==> src/rtl/rv32_pkg.sv <==
// Shared RV32 types and opcode-field constants used by the immediate generator.
package rv32_pkg;

  // Extended immediate as seen by the datapath.
  typedef logic [31:0] rv32_imm_t;

  // Immediate format tag; encodings are visible on the port and must not change.
  typedef enum logic [2:0] {
    IMM_FMT_NONE  = 3'd0,
    IMM_FMT_I     = 3'd1,
    IMM_FMT_S     = 3'd2,
    IMM_FMT_B     = 3'd3,
    IMM_FMT_U     = 3'd4,
    IMM_FMT_J     = 3'd5,
    IMM_FMT_SHAMT = 3'd6
  } rv32_imm_fmt_t;

  // Opcode field rv_instr[6:2]; the two low bits are always 2'b11 for RV32I
  // and are not used to select a format.
  localparam logic [4:0] OPC_LOAD     = 5'b00000;
  localparam logic [4:0] OPC_MISC_MEM = 5'b00011;
  localparam logic [4:0] OPC_OP_IMM   = 5'b00100;
  localparam logic [4:0] OPC_AUIPC    = 5'b00101;
  localparam logic [4:0] OPC_STORE    = 5'b01000;
  localparam logic [4:0] OPC_OP       = 5'b01100;
  localparam logic [4:0] OPC_LUI      = 5'b01101;
  localparam logic [4:0] OPC_BRANCH   = 5'b11000;
  localparam logic [4:0] OPC_JALR     = 5'b11001;
  localparam logic [4:0] OPC_JAL      = 5'b11011;
  localparam logic [4:0] OPC_SYSTEM   = 5'b11100;

  // funct3[1:0] value shared by SLLI (001) and SRLI/SRAI (101).
  localparam logic [1:0] F3_SHIFT_LO = 2'b01;

endpackage

==> src/rtl/rv32_imm_gen.sv <==
// RV32I immediate generator: decodes the immediate format from the opcode,
// extracts and extends the immediate, and registers both with one cycle of
// latency. No validation of register or funct fields is performed.
module rv32_imm_gen
  import rv32_pkg::*;
#(
  parameter int XLEN = 32
) (
  input  logic          clk,
  input  logic          rst,
  input  logic [31:0]   rv_instr,
  output rv32_imm_t     rv_imm,
  output rv32_imm_fmt_t rv_imm_fmt
);

  logic [4:0]      opc;
  rv32_imm_fmt_t   imm_fmt_d, imm_fmt_q;
  logic [XLEN-1:0] imm_d, imm_q;

  // The two low opcode bits carry no format information.
  logic unused_opc_lo;
  assign unused_opc_lo = ^rv_instr[1:0];

  assign opc = rv_instr[6:2];

  // Decode format from the opcode and assemble the matching immediate.
  always_comb begin
    // NOTE: every combinational output gets a default first so no path leaves it unassigned (no latch).
    imm_fmt_d = IMM_FMT_NONE;
    imm_d     = '0;

    unique case (opc)
      OPC_LOAD, OPC_OP_IMM, OPC_JALR, OPC_MISC_MEM, OPC_SYSTEM: imm_fmt_d = IMM_FMT_I;
      OPC_STORE:                                                imm_fmt_d = IMM_FMT_S;
      OPC_BRANCH:                                               imm_fmt_d = IMM_FMT_B;
      OPC_LUI, OPC_AUIPC:                                       imm_fmt_d = IMM_FMT_U;
      OPC_JAL:                                                  imm_fmt_d = IMM_FMT_J;
      default:                                                  imm_fmt_d = IMM_FMT_NONE;
    endcase

    // Shift-immediates carry a 5-bit shamt; bit 30 only selects SRAI.
    if (opc == OPC_OP_IMM && rv_instr[13:12] == F3_SHIFT_LO) begin
      imm_fmt_d = IMM_FMT_SHAMT;
    end

    unique case (imm_fmt_d)
      IMM_FMT_I:     imm_d = {{21{rv_instr[31]}}, rv_instr[30:20]};
      IMM_FMT_S:     imm_d = {{21{rv_instr[31]}}, rv_instr[30:25], rv_instr[11:7]};
      IMM_FMT_B:     imm_d = {{20{rv_instr[31]}}, rv_instr[7], rv_instr[30:25],
                              rv_instr[11:8], 1'b0};
      IMM_FMT_U:     imm_d = {rv_instr[31:12], 12'b0};
      IMM_FMT_J:     imm_d = {{12{rv_instr[31]}}, rv_instr[19:12], rv_instr[20],
                              rv_instr[30:21], 1'b0};
      IMM_FMT_SHAMT: imm_d = {27'b0, rv_instr[24:20]};
      default:       imm_d = '0;
    endcase
  end

  // Output register; reset wins over the instruction sampled at the same edge.
  always_ff @(posedge clk) begin
    // NOTE: sequential state uses non-blocking assignments so all flops update from pre-edge values.
    if (rst) begin
      imm_q     <= '0;
      imm_fmt_q <= IMM_FMT_NONE;
    end else begin
      imm_q     <= imm_d;
      imm_fmt_q <= imm_fmt_d;
    end
  end

  assign rv_imm     = imm_q;
  assign rv_imm_fmt = imm_fmt_q;

endmodule

==> config.mk <==
export PLATFORM = sky130hd
export DESIGN_NAME = rv32_imm_gen
export DESIGN_NICKNAME = d
export VERILOG_FILES = /design/src/rtl/rv32_pkg.sv /design/src/rtl/rv32_imm_gen.sv
export SDC_FILE = /design/constraint.sdc
export NUM_CORES = 1
export LEC_CHECK = 0
export BUFFER_PORTS_ARGS = -buffer_cell sky130_fd_sc_hd__buf_2
export CAP_MARGIN = 5
export CORE_MARGIN = 4
export CORE_UTILIZATION = 40
export DETAILED_ROUTE_END_ITERATION = 16
export GPL_ROUTABILITY_DRIVEN = 0
export PLACE_DENSITY = 0.74
export SLEW_MARGIN = 20
export SYNTH_ARGS = -nofsm -noshare
export SYNTH_HDL_FRONTEND = slang
export SYNTH_SLANG_ARGS = --single-unit
==> constraint.sdc <==
create_clock -name clk -period 1.62 [get_ports clk]
set_input_delay 0 -clock clk [delete_from_list [all_inputs] [get_ports clk]]
set_output_delay 0 -clock clk [all_outputs]
set_load 0.005 [all_outputs]
# Word level (Yosys, flattened, before mapping)
# Memory sizes are Yosys's and may differ from the RTL's.
# Index checks and enable logic that the tools add are counted.
# word_totals
reg_bits,35
in_bits,34
out_inout_bits,35
elab_cells,14
romBits,96
memories,1
# classes
muxes,2
eq_ne,8
n_reduce_logical,1
# mem_list
name,depth,width,read_ports,rd_ports_with_merged_regs,wr,line_no,source
(no name shown),32,3,1,0,0,rv32_imm_gen.sv:32,unique case (opc)
# op_table
operator,count
$pmux 32 s6,1
$eq 3x3->1 const B,3
$eq 3x2->1 const B,2
$eq 5x3->1 const B,1
$eq 3x1->1 const B,1
$mux 3,1
$eq 2x1->1 const B,1
$logic_and 1x1->1,1

# Longest topological paths before layout
# Gate-level depths: netlist (run 1).
# logic_depth
ltp_word,5
ltp_mapped,8
ltp_nobuf,7

# Least setup slack after synthesis (run 1)
# No wires, ideal clock.
# synth_timing
path_type,in2reg
start,input port rv_instr[2]
end,register imm_q[12] (netlist: rv_imm[12])
slack_ns,0.103
cell_stages,8
t_arrival_ns,1.448
required_ns,1.550
cell_sequence,inv_1 > ha_1 > nor2b_1 > o32ai_4 > nor3b_1 > a211o_1 > buf_6 > a21oi_1
# synth_via
elab_chain_cells,5
elab_cells_between_ends,11
cone_classes,eq/ne: 7; mux: 2; reduce/logical: 1; memory: 1
# synth_lines
item,line_no,source
from (decl),rv32_imm_gen.sv:11,"input logic [31:0] rv_instr,"
"parallel branches: the longest is 2 deep, another holds $mem_v2 32x3",n/a,
$mux 3 *,rv32_imm_gen.sv:42,if (opc == OPC_OP_IMM && rv_instr[13:12] == F3_SHIFT_LO) begin
"$eq 3x3->1, or another cell as far along",rv32_imm_gen.sv:46,unique case (imm_fmt_d)
$pmux 32 s6 *,rv32_imm_gen.sv:46,
to (signal assigned),rv32_imm_gen.sv:66,imm_q <= imm_d;
to (decl),rv32_imm_gen.sv:18,"logic [XLEN-1:0] imm_d, imm_q;"
# Mark *: on every way between the ends.
# A chain may end at the register's enable or synchronous reset.

# Final worst setup path (run 1)
# layout_timing
start,input port rv_instr[13]
end,register imm_q[11] (netlist: rv_imm[11])
# layout_via
elab_chain_cells,5
elab_cells_between_ends,10
cone_classes,eq/ne: 7; mux: 2; reduce/logical: 1
# layout_lines
item,line_no
$eq 2x1->1 *,rv32_imm_gen.sv:42
$logic_and 1x1->1 *,rv32_imm_gen.sv:42
$mux 3 *,rv32_imm_gen.sv:42
"$eq 3x3->1, or another cell as far along",rv32_imm_gen.sv:46
$pmux 32 s6 *,rv32_imm_gen.sv:46
# Mark *: on every way between the ends. The rest lies on a longest branch, timed or not.

==> results of run 1 <==
-- registers in the layout, indices dropped and copies added, names as in the netlist --
signal and count:
rv_imm 32, rv_imm_fmt 3
-- synthesized netlist by cell type, types with 2 or more instances --
library cell	n	area, um^2
and2_1	6	37.54
nand2b_1	4	25.02
ha_1	3	37.54
a31oi_1	2	12.51
a22oi_1	4	30.03
nand3_1	3	15.01
nor2b_1	3	18.77
a21oi_2	11	96.34
nand2_1	24	90.09
inv_1	3	11.26
nand3b_1	2	15.01
buf_6	2	22.52
dfxtp_1	35	700.7
a21oi_1	14	70.07
nor2_1	8	30.03
clkbuf_1	3	11.26
-- stage by stage --
step           std cells  hold slack, ns  power (uW)
2_1_floorplan        147          0.1217        1042
3_3_place_gp         267          0.2245        1163
3_5_place_dp         267          0.2218        1167
4_1_cts              300          0.1460        1852
5_1_grt              303          0.1743        1915
6_report             303          0.1638        1839
-- per-layer routing --
metal	up-vias	global-route usage	wire, um
li1	727	-	-
met1	649	0.1992	1591
met2	47	0.3178	1996
met3	6	0.04992	209
met4	0	0.06835	68
met5	-	0	0
-- final cells by class --
| class | instances | area share |
|---|---|---|
| multi-input combinational | 102 | 0.2967 |
| inverter | 3 | 0.005000 |
| timing repair buffer | 109 | 0.3233 |
| clock buffer | 6 | 0.02278 |
| tap | 46 | 0.02556 |
| clock inverter | 2 | 0.01556 |
| sequential | 35 | 0.3111 |
-- kinds of logic after synthesis --
group                    after synthesis  share of synthesized area
buffers and inverters                 10                    0.03811
multiplexers                           3                    0.02305
AO/OA/AOI/OAI                         35                     0.1835
adder cells (fa/ha/maj)                3                    0.02660
flip-flops                            35                     0.4965
AND/OR/NAND/NOR                       61                     0.2323
-- worst min-delay path by stage --
| stage | to | slack [ns] | depth (start not counted) |
|---|---|---|---|
| after detailed placement | rv_imm[8] | 0.22 | 2 |
| after global routing | rv_imm_fmt[1] | 0.17 | 4 |
| after global placement | rv_imm[8] | 0.22 | 2 |
| after floorplan | rv_imm[10] | 0.12 | 1 |
| final | rv_imm_fmt[1] | 0.16 | 4 |
| after CTS | rv_imm_fmt[1] | 0.15 | 4 |
-- critical path: cells and delay by family --
family,cells,cell delay (ns)
AND/OR/NAND/NOR,3,0.68
buffers and inverters,2,0.65
multiplexers,1,0.33
AO/OA/AOI/OAI,1,0.11
-- power breakdown --
group,internal (uW),total (uW),switching (uW)
combinational,162,304,143
sequential,888,894,6.37
clock,365,640,275
total,1410,1840,424
-- timing repair --
| action | CTS | global route |
|---|---|---|
| hold buffers | 25 | 0 |
| setup buffers | 0 | 3 |
| hold endpoints to repair | 35 | 0 |
| endpoints found under the setup margin | 0 | 16 |
| gates resized for setup | 0 | 2 |
==> impl_metrics.yaml, run 1 <==
timing:
  worst_slew_pin_slew_ns: 0.4188
  timing.final.crit_share: 0.9272
  setup_viol: 0
  max_freq_ghz: 0.6657
  rsz0062_at_grt: "false"
  slew_headroom: 0.7205
  finalHoldViolCount: 0
  fin_ws_ns: 0.1179
  final.setup.tns_ns: 0
  final.min_clock_period_ns: 1.502
  slew_violations: 0
yosys:
  avgSynthCellArea_um2: 9.601
  synth-main-ff-cell: "dfxtp_1"
  synth_nets: 184
  synth_edf_count: 0
  yosysWarnings: 0
  synthCells: 147
  synthArstFlopShare: 0
  synth_seq_cells: 35
  ys_seq_area_frac: 0.4965
  synth_area_um2: 1411
  synthDistinctLibCells: 36
hold_path:
  min_path_type: "primary input to flip-flop"
  worstHoldStart: "rv_instr[5]"
global_route:
  track_usage: 0.1780
  grt_pass1_wl_um: 5940
  grt_overflow: 0
  antenna_found_initial: 0
  grt_pass1_vias: 1284
  grt_start_max_net_pins: 12
place:
  port_buffers: 66
  hpwl_um: 2593
  preCtsSetupSlack_ns: -0.08383
  place_area_um2: 1882
floorplan:
  pin_count: 69
  initial_utilization: 0.4196
  coreArea_um2: 3363
  die_y_um: 67.40
  die_x_um: 67.40
  die_area_um2: 4543
  fp-row-count: 21
clocking:
  cts_max_level: 2
  clockBufferDepth: 2
  cts_buffers: 5
  cts_tree: "done"
  cts_root_buf: "clkbuf_4"
  cts_num_sinks: 35
  clk_pin_slew_ns: 0.10
critical_path:
  cpPeakStageDelay_ns: 0.52
  worstPathArrival_ns: 1.77
  critPathLaunch: "rv_instr[13]"
  worstPathRequired_ns: 1.89
  path_cells: "dlygate4sd3_1, buf_2, nor4b_1, nand3_2, nand2_1, mux2_1, a21oi_1"
  cp_max_fo: 8
  cp-start-kind: "primary input"
  path_class: "primary input to flip-flop"
  end_kind: "flip-flop"
  slowest_stage: "dlygate4sd3_1"
  crit_end: "rv_imm[11]"
drt:
  via_per_inst: 4.716
  dr.pass1.iters: 4
  ant_nets: 0
  route.vias.total: 1429
  wl_um: 3866
  drc: 0
  drtIter0Drc: 29
  wire_per_inst_um: 12.76
finish:
  final_cell_mix: "66 x buf_2, 35 x dfxtp_1, 25 x dlygate4sd3_1, 24 x nand2_1, 17 x buf_4"
  drive_gt1_frac: 0.4202
  nets: 293
  syn_to_final_growth_pct: 59.57
  final_cell_area_um2: 2252
  finalCoreUtilization: 0.6696
  multi_input_area_um2: 668.1
  final_common_cell: "buf_2"
  antenna_cells: 0
  seqCellArea_um2: 700.7
  fill_cells: 292
pwr:
  power_leakage_uw: 0.001039
  power_density_nw_per_um2: 816.4
  ir_worst_vdd_v: 0.0006718
job:
  maxCapViolations: 0
run_status:
  outcome: "finished clean"
(Power assumes the default switching activity.)
==> run 2, diff against run 1 <==
Settings changed: CORE_UTILIZATION 40 to 45, PLACE_DENSITY 0.74 to 0.78.
Clock period 1.62 ns to 1.94 ns, I/O delays scaled along.
==> run 2 against run 1 <==
  * Global-route usage grew 2.8 points
  * Final area shrank 3.6%
  * Clock power shrank 43%
  * Power shrank 26%
  * Critical path type unchanged
==> impl_metrics.yaml, run 2 (synthesis gave the netlist of run 1 again) <==
run_status:
  outcome: "finished clean"
critical_path:
  path_class: "primary input to flip-flop"
  end_kind: "flip-flop"
  cp_max_fo: 7
  worstPathRequired_ns: 2.20
  cp-start-kind: "primary input"
  worstPathArrival_ns: 2.13
finish:
  finalCoreUtilization: 0.7174
  syn_to_final_growth_pct: 53.90
  final_cell_mix: "66 x buf_2, 35 x dfxtp_1, 29 x dlygate4sd3_1, 24 x nand2_1, 14 x a21oi_1"
  stdcell_count: 293
  nets: 284
  final_common_cell: "buf_2"
  drive_gt1_frac: 0.3750
  largest_reg_flops: 32
  final_cell_area_um2: 2172
timing:
  finalHoldViolCount: 0
  worst_slew_pin_slew_ns: 0.5381
  slew_headroom: 0.6397
  final.setup.tns_ns: 0
  max_freq_ghz: 0.5346
  timing.final.crit_share: 0.9641
  final.min_clock_period_ns: 1.870
  setup_viol: 0
  slew_violations: 0
  rsz0062_at_grt: "false"
pwr:
  power_density_nw_per_um2: 630.2
  ir_worst_vdd_v: 0.0003638
  power_leakage_uw: 0.0009753
global_route:
  grt_start_max_net_pins: 22
  grt_pass1_vias: 1382
  antenna_found_initial: 1
  grt_pass1_wl_um: 6472
  track_usage: 0.2059
  grt_overflow: 0
job:
  maxCapViolations: 0
drt:
  wire_per_inst_um: 13.81
  via_per_inst: 4.829
  route.vias.total: 1415
  drtIter0Drc: 49
  ant_nets: 0
  wl_um: 4046
  dr.pass1.iters: 4
  drc: 0
floorplan:
  die_x_um: 64.01
  die_area_um2: 4097
  die_y_um: 64.01
  coreArea_um2: 3028
  pin_count: 69
  fp-row-count: 20
  initial_utilization: 0.4661
clocking:
  cts_num_sinks: 35
  clockBufferDepth: 2
  cts_root_buf: "clkbuf_4"
  clk_pin_slew_ns: 0.10
  cts_max_level: 2
  cts_tree: "done"
  cts_buffers: 5
place:
  place_area_um2: 1797
  dp.cells: 254
  port_buffers: 66
  hpwl_um: 2407
hold_path:
  min_path_type: "primary input to flip-flop"
run 2: power by group:
part	total, uW	internal, uW	switching [uW]	leakage (uW)
clock	364	141	223	0.0000293
combinational	258	137	122	0.000662
sequential	747	741	5.19	0.000284
total	1370	1020	349	0.000975
run 2: final cells by class:
type,instances,area (um^2)
antenna,1,2.502
clock buffer,7,45.04
clock inverter,1,5.005
fill,244,855.8
inverter,3,11.26
multi-input combinational,102,669.4
sequential,35,700.7
tap,44,55.05
timing repair buffer,100,683.2
run 2: worst max-delay path, cell delays in order:
cell and delay, ns:
buf_2 0.12, inv_1 0.05, ha_1 0.27, nor2b_1 0.15, o32ai_4 0.29, buf_12 0.16, mux2i_4 0.29, a22oi_1 0.10
dlygate4sd3_1 0.58, nor2_1 0.12
run 2: worst paths after layout:
check	startpoint	cells past startpoint	slack, ns	endpoint
worst max-delay path	rv_instr[2]	10	0.07	rv_imm[2]
worst min-delay path	rv_instr[5]	3	0.17	rv_imm_fmt[1]
run 2: stage by stage:
stage | hold WS (ns) | power, uW | setup WS (ns)
final | 0.1724 | 1369 | 0.06962
after detailed placement | 0.2207 | 956.1 | 0.1541
after global routing | 0.1973 | 1444 | 0.007231
after global placement | 0.2185 | 953.6 | 0.1985
after floorplan | 0.1217 | 869.7 | 0.4227
after CTS | 0.1671 | 1358 | 0.08366
run 2: per-layer routing:
layer  up-vias  track usage  wire [um]
met5         -            0          0
met4         0       0.1429        202
met3        16      0.04394        210
met2        52       0.3613       2070
met1       640       0.2169       1563
li1        707            -          -
run 2: repair_timing:
action / CTS / global route
gates resized for setup: 0 / 2
endpoints found under the setup margin: 0 / 4
setup buffers: 0 / 1
hold buffers: 29 / 0
endpoints found under the hold margin: 35 / 0
==> run 3, diff against run 2 <==
Settings changed: PLACE_DENSITY 0.78 to not set, PLACE_DENSITY_LB_ADDON set to 0.08.
==> run 3 against run 2 <==
  * Routed wire length shrank 8.5%
  * Critical path depth fell by 2
  * Power up 7.8%
  * Largest cell class unchanged
==> impl_metrics.yaml, run 3 (synthesis gave the netlist of run 1 again) <==
hold_path:
  min_path_type: "primary input to flip-flop"
  worstHoldStart: "rv_instr[7]"
  hold_depth: 5
  hold_end: "rv_imm[0]"
finish:
  final_cell_area_um2: 2126
  fill_cells: 260
  largest_reg_flops: 32
  nets: 280
  final_common_cell: "buf_2"
  drive_gt1_frac: 0.3786
  antenna_cells: 0
  syn_to_final_growth_pct: 50.62
  final_cell_mix: "66 x buf_2, 35 x dfxtp_1, 25 x dlygate4sd3_1, 24 x nand2_1, 14 x a21oi_1"
pwr:
  power_leakage_uw: 0.0009709
  p_sw_frac: 0.2347
  ir_worst_vdd_v: 0.0004009
  p_clk_frac: 0.334
  p_seq_frac: 0.506
  internal-power_uw: 1129
  power_switching_uw: 346.1
  power_density_nw_per_um2: 693.8
  p_comb_frac: 0.159
clocking:
  cts_buffers: 5
  cts_max_level: 2
  clk_pin_slew_ns: 0.10
  cts_num_sinks: 35
  cts_tree: "done"
  cts_setup_buffers: 0
  cts_root_buf: "clkbuf_4"
  clockBufferDepth: 2
job:
  maxCapViolations: 0
floorplan:
  fp-row-count: 20
  die_area_um2: 4097
  die_x_um: 64.01
  initial_utilization: 0.4661
  die_y_um: 64.01
  coreArea_um2: 3028
  pin_count: 69
drt:
  route.vias.total: 1387
  wl_um: 3701
  wire_per_inst_um: 12.90
  ant_nets: 0
  drtIter0Drc: 77
  dr.pass1.iters: 4
  drc: 0
  via_per_inst: 4.833
timing:
  worst_slew_pin_slew_ns: 0.4046
  setup_viol: 0
  final.setup.tns_ns: 0
  finalHoldViolCount: 0
  slew_headroom: 0.7226
  timing.final.crit_share: 0.8612
  max_freq_ghz: 0.5985
  final.min_clock_period_ns: 1.671
  rsz0062_at_grt: "false"
  slew_violations: 0
global_route:
  antenna_found_initial: 0
  track_usage: 0.1924
  grt_overflow: 0
  grt_pass1_wl_um: 6120
  grt_pass1_vias: 1414
  grt_start_max_net_pins: 22
critical_path:
  cp-start-kind: "primary input"
  end_kind: "flip-flop"
  worstPathRequired_ns: 2.16
  cp_max_fo: 11
  worstPathArrival_ns: 1.89
  path_class: "primary input to flip-flop"
place:
  place_area_um2: 1804
  port_buffers: 66
  hpwl_um: 2553
run_status:
  outcome: "finished clean"
-- run 3: cell types whose count changed in the layout (fill, tap and decap cells not counted), sizes merged --
cell,change
diode,-1
bufinv,+1
clkinv,-1
clkbuf,-1
dlygate4sd3,-4
-- run 3: layout make-up --
class                           instances  area, um^2  share of cell area
Clock buffer                            6       41.29             0.01942
Clock inverter                          1       30.03             0.01413
Inverter                                3       11.26            0.005297
Multi-Input combinational cell        102       656.9              0.3090
Sequential cell                        35       700.7              0.3296
Tap cell                               44       55.05             0.02590
Timing Repair Buffer                   96       630.6              0.2966
-- run 3: worst max path at each step --
stage | startpoint | to | slack [ns] | cells past startpoint
global route | rv_instr[13] | rv_imm[20] | 0.15 | 8
detailed placement | rv_instr[3] | rv_imm[4] | 0.12 | 9
finish | rv_instr[13] | rv_imm[22] | 0.27 | 8
floorplan | rv_instr[2] | rv_imm[12] | 0.42 | 8
global placement | rv_instr[2] | rv_imm[2] | 0.23 | 9
CTS | rv_instr[13] | rv_imm[22] | 0.31 | 8
-- run 3: timing repair --
| action | CTS | global route |
|---|---|---|
| hold buffers | 25 | 0 |
| resized for setup | 0 | 0 |
| hold endpoints to repair | 35 | 0 |
-- run 3: routing by layer --
metal | global-route usage | wire length, um | vias to the layer above
li1 | - | - | 694
met5 | 0 | 0 | -
met1 | 0.1943 | 1450 | 629
met2 | 0.3574 | 1864 | 56
met4 | 0.07817 | 78 | 0
met3 | 0.06327 | 307 | 8
-- run 3: power groups by stage --
| stage | clock [uW] | combinational [uW] | sequential (uW) |
|---|---|---|---|
| 2_1_floorplan | 0 | 102 | 768 |
| 3_3_place_gp | 0 | 189 | 763 |
| 3_5_place_dp | 0 | 196 | 763 |
| 4_1_cts | 504 | 234 | 747 |
| 5_1_grt | 536 | 258 | 750 |
| 6_report | 493 | 235 | 746 |
-- run 3: metrics by stage --
step | total power (uW) | hold slack, ns | utilization | cells | setup WS, ns
final | 1475 | 0.1899 | 0.7021 | 287 | 0.2692
after global routing | 1544 | 0.2264 | 0.7021 | 287 | 0.1512
after CTS | 1485 | 0.1819 | 0.7021 | 287 | 0.3085
after detailed placement | 959.2 | 0.2227 | 0.5959 | 255 | 0.1233
after global placement | 951.8 | 0.2172 | 0.5959 | 255 | 0.2344
after floorplan | 869.7 | 0.1217 | - | 147 | 0.4227
-- run 3: critical path: stages --
cell and delay, ns:
dlygate4sd3_1 0.55, buf_2 0.13, nor4b_1 0.27, nand3_1 0.32
nand3_1 0.21, nand2b_1 0.12, buf_4 0.22, a21oi_2 0.08
